==> config.mk <==
export PLATFORM = sky130hd
export DESIGN_NAME = vsq_quantizer_flat
export DESIGN_NICKNAME = d
export VERILOG_FILES = /design/src/rtl/vsq_quantizer_if.sv /design/src/rtl/vsq_quantizer.sv /design/src/flat_wrapper.sv
export SDC_FILE = /design/constraint.sdc
export NUM_CORES = 1
export LEC_CHECK = 0
export CAP_MARGIN = 40
export CORE_AREA = 2 2 213 215
export CTS_CLUSTER_SIZE = 8
export DETAILED_ROUTE_END_ITERATION = 10
export DIE_AREA = 0 0 215 217
export GPL_TIMING_DRIVEN = 0
export PLACE_DENSITY = 0.65
export SLEW_MARGIN = 20
export SYNTH_ARGS = -nofsm -noshare
export SYNTH_HDL_FRONTEND = slang
export SYNTH_SLANG_ARGS = --single-unit
==> constraint.sdc <==
create_clock -name clk -period 9 [get_ports clk]
set_input_delay 1.8 -clock clk [delete_from_list [all_inputs] [get_ports clk]]
set_output_delay 1.8 -clock clk [all_outputs]
set_load 0.005 [all_outputs]
==> src/rtl/vsq_quantizer_if.sv <==
// Handshake bundle for the VSQ quantizer: wide element input stream and
// narrow quantized element + scale exponent output stream.
interface vsq_quantizer_if #(
  parameter int IN_W = 24,
  parameter int Q_W  = 4,
  parameter int SF_W = 8
);
  logic                   vsq_en;
  logic                   in_valid;
  logic                   in_ready;
  logic signed [IN_W-1:0] in_data;
  logic                   out_valid;
  logic                   out_ready;
  logic signed [Q_W-1:0]  out_q;
  logic [SF_W-1:0]        out_sf;
  logic                   out_last;

  modport master (
    output vsq_en, in_valid, in_data, out_ready,
    input  in_ready, out_valid, out_q, out_sf, out_last
  );

  modport slave (
    input  vsq_en, in_valid, in_data, out_ready,
    output in_ready, out_valid, out_q, out_sf, out_last
  );
endinterface

==> src/rtl/vsq_quantizer.sv <==
// VSQ producer: buffers one vector, picks a power-of-two exponent from its max |x|,
// then streams rounded/saturated narrow elements. Optional feature: VSQ_SAT_COUNT_EN.
module vsq_quantizer #(
  parameter int VEC_LEN = 16,
  parameter int IN_W    = 24,
  parameter int Q_W     = 4,
  parameter int SF_W    = 8
) (
  input  logic           clk,
  input  logic           rst_n,
  vsq_quantizer_if.slave bus
`ifdef VSQ_SAT_COUNT_EN
  ,
  input  logic           sat_clr,
  output logic [15:0]    sat_cnt
`endif
);

  localparam int CNT_W = $clog2(VEC_LEN);
  localparam int S_W   = $clog2(IN_W);
  localparam int QMAX  = 2 ** (Q_W - 1) - 1;
  localparam logic [CNT_W-1:0] LAST_IDX = CNT_W'(VEC_LEN - 1);
  localparam logic [IN_W-1:0]  QMAX_U   = IN_W'(QMAX);
  localparam logic [IN_W:0]    QMAX_R   = (IN_W + 1)'(QMAX);

  typedef enum logic [1:0] {COLLECT, SCALE, EMIT} state_t;

  state_t state, state_nxt;

  logic signed [IN_W-1:0] vec_p0 [VEC_LEN];
  logic [IN_W-1:0]        max_abs_p0;
  logic [CNT_W-1:0]       cnt;
  logic                   en_lat;
  logic [S_W-1:0]         sf_p1;

  logic in_ready, out_valid, out_last;
  logic accept, emit_hs;
  logic signed [IN_W-1:0] cur;
  logic [IN_W-1:0]        mag_in;
  logic [IN_W:0]          r_cur;
  logic signed [Q_W-1:0]  q_cur;

  // Magnitude as unsigned so the most negative input maps to 2^(IN_W-1).
  function automatic logic [IN_W-1:0] abs_val(input logic signed [IN_W-1:0] x);
    return x[IN_W-1] ? $unsigned(-x) : $unsigned(x);
  endfunction

  function automatic logic [S_W-1:0] calc_scale(input logic [IN_W-1:0] m);
    logic [S_W-1:0] s;
    s = S_W'(IN_W - 1);
    for (int i = IN_W - 1; i >= 0; i--)
      if ((m >> i) <= QMAX_U) s = S_W'(i);
    return s;
  endfunction

  function automatic logic [IN_W:0] round_mag(input logic [IN_W-1:0] mag,
                                              input logic [S_W-1:0]  s);
    logic [IN_W:0] sum;
    sum = {1'b0, mag};
    if (s != '0) sum = sum + ((IN_W + 1)'(1) << (s - 1'b1));
    return sum >> s;
  endfunction

  // Saturating to +QMAX before applying the sign keeps the code symmetric.
  function automatic logic signed [Q_W-1:0] sat_q(input logic neg, input logic [IN_W:0] r);
    logic signed [Q_W-1:0] m;
    m = (r > QMAX_R) ? Q_W'(QMAX) : $signed(r[Q_W-1:0]);
    return neg ? -m : m;
  endfunction

  always_comb begin
    state_nxt = state;
    in_ready  = 1'b0;
    out_valid = 1'b0;
    out_last  = 1'b0;
    case (state)
      COLLECT: begin
        in_ready = 1'b1;
        if (bus.in_valid && cnt == LAST_IDX) state_nxt = SCALE;
      end
      SCALE: state_nxt = EMIT;
      EMIT: begin
        out_valid = 1'b1;
        out_last  = (cnt == LAST_IDX);
        if (bus.out_ready && cnt == LAST_IDX) state_nxt = COLLECT;
      end
      default: state_nxt = COLLECT;
    endcase
  end

  always_ff @(posedge clk or negedge rst_n) begin
    if (!rst_n) state <= COLLECT;
    else        state <= state_nxt;
  end

  assign accept  = bus.in_valid && in_ready;
  assign emit_hs = out_valid && bus.out_ready;
  assign mag_in  = abs_val(bus.in_data);

  // Stage p0: collect elements and track the running max magnitude.
  always_ff @(posedge clk) begin
    if (accept) vec_p0[cnt] <= bus.in_data;
  end

  always_ff @(posedge clk or negedge rst_n) begin
    if (!rst_n) begin
      cnt        <= '0;
      max_abs_p0 <= '0;
      en_lat     <= 1'b0;
      sf_p1      <= '0;
    end else begin
      if (accept) begin
        cnt <= (cnt == LAST_IDX) ? '0 : cnt + 1'b1;
        if (mag_in > max_abs_p0) max_abs_p0 <= mag_in;
        if (cnt == '0) en_lat <= bus.vsq_en;
      end
      // Stage p1: one-cycle exponent search over the finished vector.
      if (state == SCALE) sf_p1 <= en_lat ? calc_scale(max_abs_p0) : '0;
      if (emit_hs) begin
        if (cnt == LAST_IDX) begin
          cnt        <= '0;
          max_abs_p0 <= '0;
        end else begin
          cnt <= cnt + 1'b1;
        end
      end
    end
  end

  // Stage p2: quantize the addressed element; stable while cnt and sf_p1 hold.
  assign cur   = vec_p0[cnt];
  assign r_cur = round_mag(abs_val(cur), sf_p1);
  assign q_cur = sat_q(cur[IN_W-1], r_cur);

  assign bus.in_ready  = in_ready;
  assign bus.out_valid = out_valid;
  assign bus.out_last  = out_last;
  assign bus.out_q     = out_valid ? q_cur : '0;
  assign bus.out_sf    = out_valid ? SF_W'(sf_p1) : '0;

`ifdef VSQ_SAT_COUNT_EN
  always_ff @(posedge clk or negedge rst_n) begin
    if (!rst_n)                                          sat_cnt <= '0;
    else if (sat_clr)                                    sat_cnt <= '0;
    else if (emit_hs && r_cur > QMAX_R && sat_cnt != 16'hFFFF) sat_cnt <= sat_cnt + 16'd1;
  end
`endif

endmodule

==> src/flat_wrapper.sv <==
// flat-port wrapper written by rule: the top's interface ports become plain ports
module vsq_quantizer_flat 
#(
  parameter int VEC_LEN = 16,
  parameter int IN_W    = 24,
  parameter int Q_W     = 4,
  parameter int SF_W    = 8
)
  (clk, rst_n, bus_vsq_en, bus_in_valid, bus_in_data, bus_out_ready, bus_in_ready, bus_out_valid, bus_out_q, bus_out_sf, bus_out_last);
  vsq_quantizer_if #(.IN_W(IN_W), .Q_W(Q_W), .SF_W(SF_W)) bus_i ();
  input  logic clk;
  input  logic rst_n;
  input wire logic [$bits(bus_i.vsq_en)-1:0] bus_vsq_en;
  input wire logic [$bits(bus_i.in_valid)-1:0] bus_in_valid;
  input wire logic [$bits(bus_i.in_data)-1:0] bus_in_data;
  input wire logic [$bits(bus_i.out_ready)-1:0] bus_out_ready;
  output wire logic [$bits(bus_i.in_ready)-1:0] bus_in_ready;
  output wire logic [$bits(bus_i.out_valid)-1:0] bus_out_valid;
  output wire logic [$bits(bus_i.out_q)-1:0] bus_out_q;
  output wire logic [$bits(bus_i.out_sf)-1:0] bus_out_sf;
  output wire logic [$bits(bus_i.out_last)-1:0] bus_out_last;
  assign bus_i.vsq_en = bus_vsq_en;
  assign bus_i.in_valid = bus_in_valid;
  assign bus_i.in_data = bus_in_data;
  assign bus_i.out_ready = bus_out_ready;
  assign bus_in_ready = bus_i.in_ready;
  assign bus_out_valid = bus_i.out_valid;
  assign bus_out_q = bus_i.out_q;
  assign bus_out_sf = bus_i.out_sf;
  assign bus_out_last = bus_i.out_last;
  vsq_quantizer #(.VEC_LEN(VEC_LEN), .IN_W(IN_W), .Q_W(Q_W), .SF_W(SF_W)) u_core (.clk(clk), .rst_n(rst_n), .bus(bus_i));
endmodule
==> results.json <==
{
  "status": "finished, violations left",
  "failed_checks": "negative setup slack",
  "place_congestion": 0.987,
  "nets": 1950,
  "hp-class": "reg2reg",
  "grt_max_degree": 31,
  "antenna_found_initial": 0,
  "clock_latency_ns": 0.59,
  "initial_core_util": 0.490,
  "crit_fanout": 6,
  "holdWs_ns": 0.536,
  "power_leakage_uw": 0.00925,
  "syn_area_um2": 21900,
  "diodes": 0,
  "dpl.cell_count": 2348,
  "worst_pin_slew_ns": 0.875,
  "final_hold_viol_count": 0,
  "cp_slowest_cell": "or4_4",
  "drt-total-wl_mm": 69.3,
  "ys_dominant_reg_cell": "edfxtp_1",
  "slew_viol_final": 0,
  "period_share": 1.09,
  "arrival_ns": 8.04,
  "post-place-ws_ns": -2.61,
  "avgSynthCellArea_um2": 13.0,
  "slew_headroom": 0.412,
  "cts.hold.buffers_added": 0,
  "seq_area_frac_synth": 0.568,
  "firstDrtPassIters": 6,
  "drive_above_1_share": 0.246,
  "crit_type": "reg2out",
  "fmaxAchievable_mhz": 102,
  "die_w_um": 215,
  "clockBufferDepth": 3,
  "path_clk_slew_ns": 0.05,
  "cpMostUsedCell": "buf_12",
  "setup_tns_ns": -2.75,
  "cp-start-kind": "flop",
  "synth_warnings": 0,
  "grt_pass1_wl_mm": 103,
  "num_rows": 78,
  "synthesis.instances": 1680,
  "dpl.hpwl_mm": 47.6,
  "die_height_um": 217,
  "ir_worst_vdd_uv": 245,
  "drc": 0,
  "viasPerCell": 6.53,
  "post_drt_wl_per_cell_um": 27.9,
  "overflow": 0,
  "critPathCaptureType": "primary output",
  "synthArstFlopShare": 0.0857,
  "max_cap_viol_count": 0,
  "layoutNonFillerInstCount": 2489,
  "setup_violations": 4,
  "synth.distinct_cells": 90,
  "grt_pass1_vias": 16300,
  "n_fill_cell": 3536,
  "ys_ff_latch": 420,
  "power.density_nw_per_um2": 402,
  "cts_max_level": 2,
  "track_usage": 0.295,
  "die_area_um2": 46700,
  "finalClockSkew_ns": 0.0162,
  "first_iter_violations": 1752,
  "coreArea_um2": 44700,
  "period_minus_slack_ns": 9.84,
  "critPathRequiredTime_ns": 7.20,
  "pin_count": 44,
  "clock_sinks": 420,
  "setup_ws_ns": -0.840,
  "ant_nets": 0,
  "cts_tree": "yes",
  "p_total_uw": 10700,
  "synth_edf_count": 384,
  "area_growth_pct": 21.4,
  "cts_made_buffers": 58,
  "rsz0062_at_grt": "yes",
  "slowest_delay_ns": 0.56,
  "port_buffers": 40,
  "root_buffer": "clkbuf_16",
  "vias": 16200
}
-- stage by stage --
stage	instance area, um^2	utilization
after floorplan	21900	-
after global placement	23100	0.516
after detailed placement	23500	0.526
after CTS	26300	0.589
after global routing	26600	0.595
final	26600	0.595
-- Yosys cell counts, types with 21 or more instances --
cell type,count,area [um^2]
o21ai_0,72,360
edfxtp_1,384,11500
xnor2_1,44,385
nor2_1,118,443
dfrtp_1,36,901
nor3_1,40,200
nand4_1,26,163
ha_1,55,688
clkbuf_1,62,233
a211oi_1,42,315
inv_1,45,169
nand3_1,34,170
mux4_2,82,1850
nand2_1,127,477
a21oi_1,71,355
nand2b_1,21,131
-- routing by layer --
| metal | routed length [um] | global-route usage |
|---|---|---|
| met5 | 0 | 0 |
| met4 | 2770 | 0.106 |
| met3 | 5380 | 0.0408 |
| met2 | 33500 | 0.500 |
| met1 | 27700 | 0.391 |
-- worst max-delay path, delay by kind of cell (launching register included) --
family	cells	cell delay [ns]
buf+inv	5	0.68
fa+ha+maj	3	0.64
flops	1	0.37
mux	1	0.49
compound gates	10	2.32
xor+xnor	1	0.17
simple gates	12	2.74
-- report_power, final --
group	internal (uW)	switching, uW	total, uW
clock network	1170	769	1940
registers	2290	61.7	2350
logic	2520	3870	6390
total	5980	4700	10700
-- cell type report --
type / instances / area [um^2] / area share
Timing Repair Buffer: 135 / 1440 / 0.0543
Buffer: 87 / 594 / 0.0223
Clock buffer: 82 / 1550 / 0.0583
Sequential cell: 420 / 12400 / 0.467
Clock inverter: 2 / 38.8 / 0.00146
Tap cell: 600 / 751 / 0.0282
Inverter: 47 / 176 / 0.00663
Multi-Input combinational cell: 1116 / 9610 / 0.361
-- sequential cells by signal, summed over array words and instances, names as in the netlist --
| register | count |
|---|---|
| u_core.en_lat | 1 |
| u_core.max_abs_p0 | 24 |
| u_core.sf_p1 | 5 |
| u_core.vec_p0 | 384 |
| u_core.state | 2 |
| u_core.cnt | 4 |
-- logic make-up (layout without fill, tap and decap cells) --
family	after synthesis	count (layout)	synth area share
AOI/OAI and AO/OA	389	389	0.124
xor gates and xnor gates	59	59	0.0236
adders and majority gates	56	56	0.0323
buffers and inverters	146	353	0.0306
DFF	420	420	0.568
muxes	126	126	0.112
other	1	3	0.000171
and+or+nand+nor	483	483	0.110
-- timing repair --
action,in CTS,in global routing
setup buffers,57,11
cloned,2,0
resized for setup,205,40
setup endpoints to repair,4,4
pin swaps,44,17
-- cell usage in the layout (no fill, tap or decap), types with 15 or more instances in the layout --
master	n
inv_1	45
dfrtp_1	36
a22oi_1	16
a21o_1	16
nand2b_1	20
o31ai_1	16
ha_1	41
clkdlybuf4s50_1	35
buf_12	22
nand2_1	120
clkbuf_1	61
nor3_1	35
mux2_2	15
xnor2_1	38
a211oi_1	37
o211ai_1	16
clkbuf_16	58
nand3_1	29
o21ai_0	57
nor4_1	16
edfxtp_1	384
mux4_2	82
nand4_1	26
buf_4	72
nor2_1	106
mux2i_1	19
a21oi_1	58
-- worst paths after layout --
check / cells past startpoint / start / to / slack (ns)
worst max-delay path: 32 / u_core.cnt[0] / bus_out_q[2] / -0.84
worst min-delay path: 2 / u_core.max_abs_p0[0] / u_core.max_abs_p0[0] / 0.54
worst max register to register: 10 / u_core.cnt[3] / u_core.max_abs_p0[13] / 5.58
worst min register to register: 2 / u_core.max_abs_p0[0] / u_core.max_abs_p0[0] / 0.54
max in group asynchronous: 2 / rst_n / u_core.max_abs_p0[12] / 7.52
min in group asynchronous: 1 / rst_n / u_core.sf_p1[2] / 1.05
No activity file was read; power rests on OpenSTA's default activity.
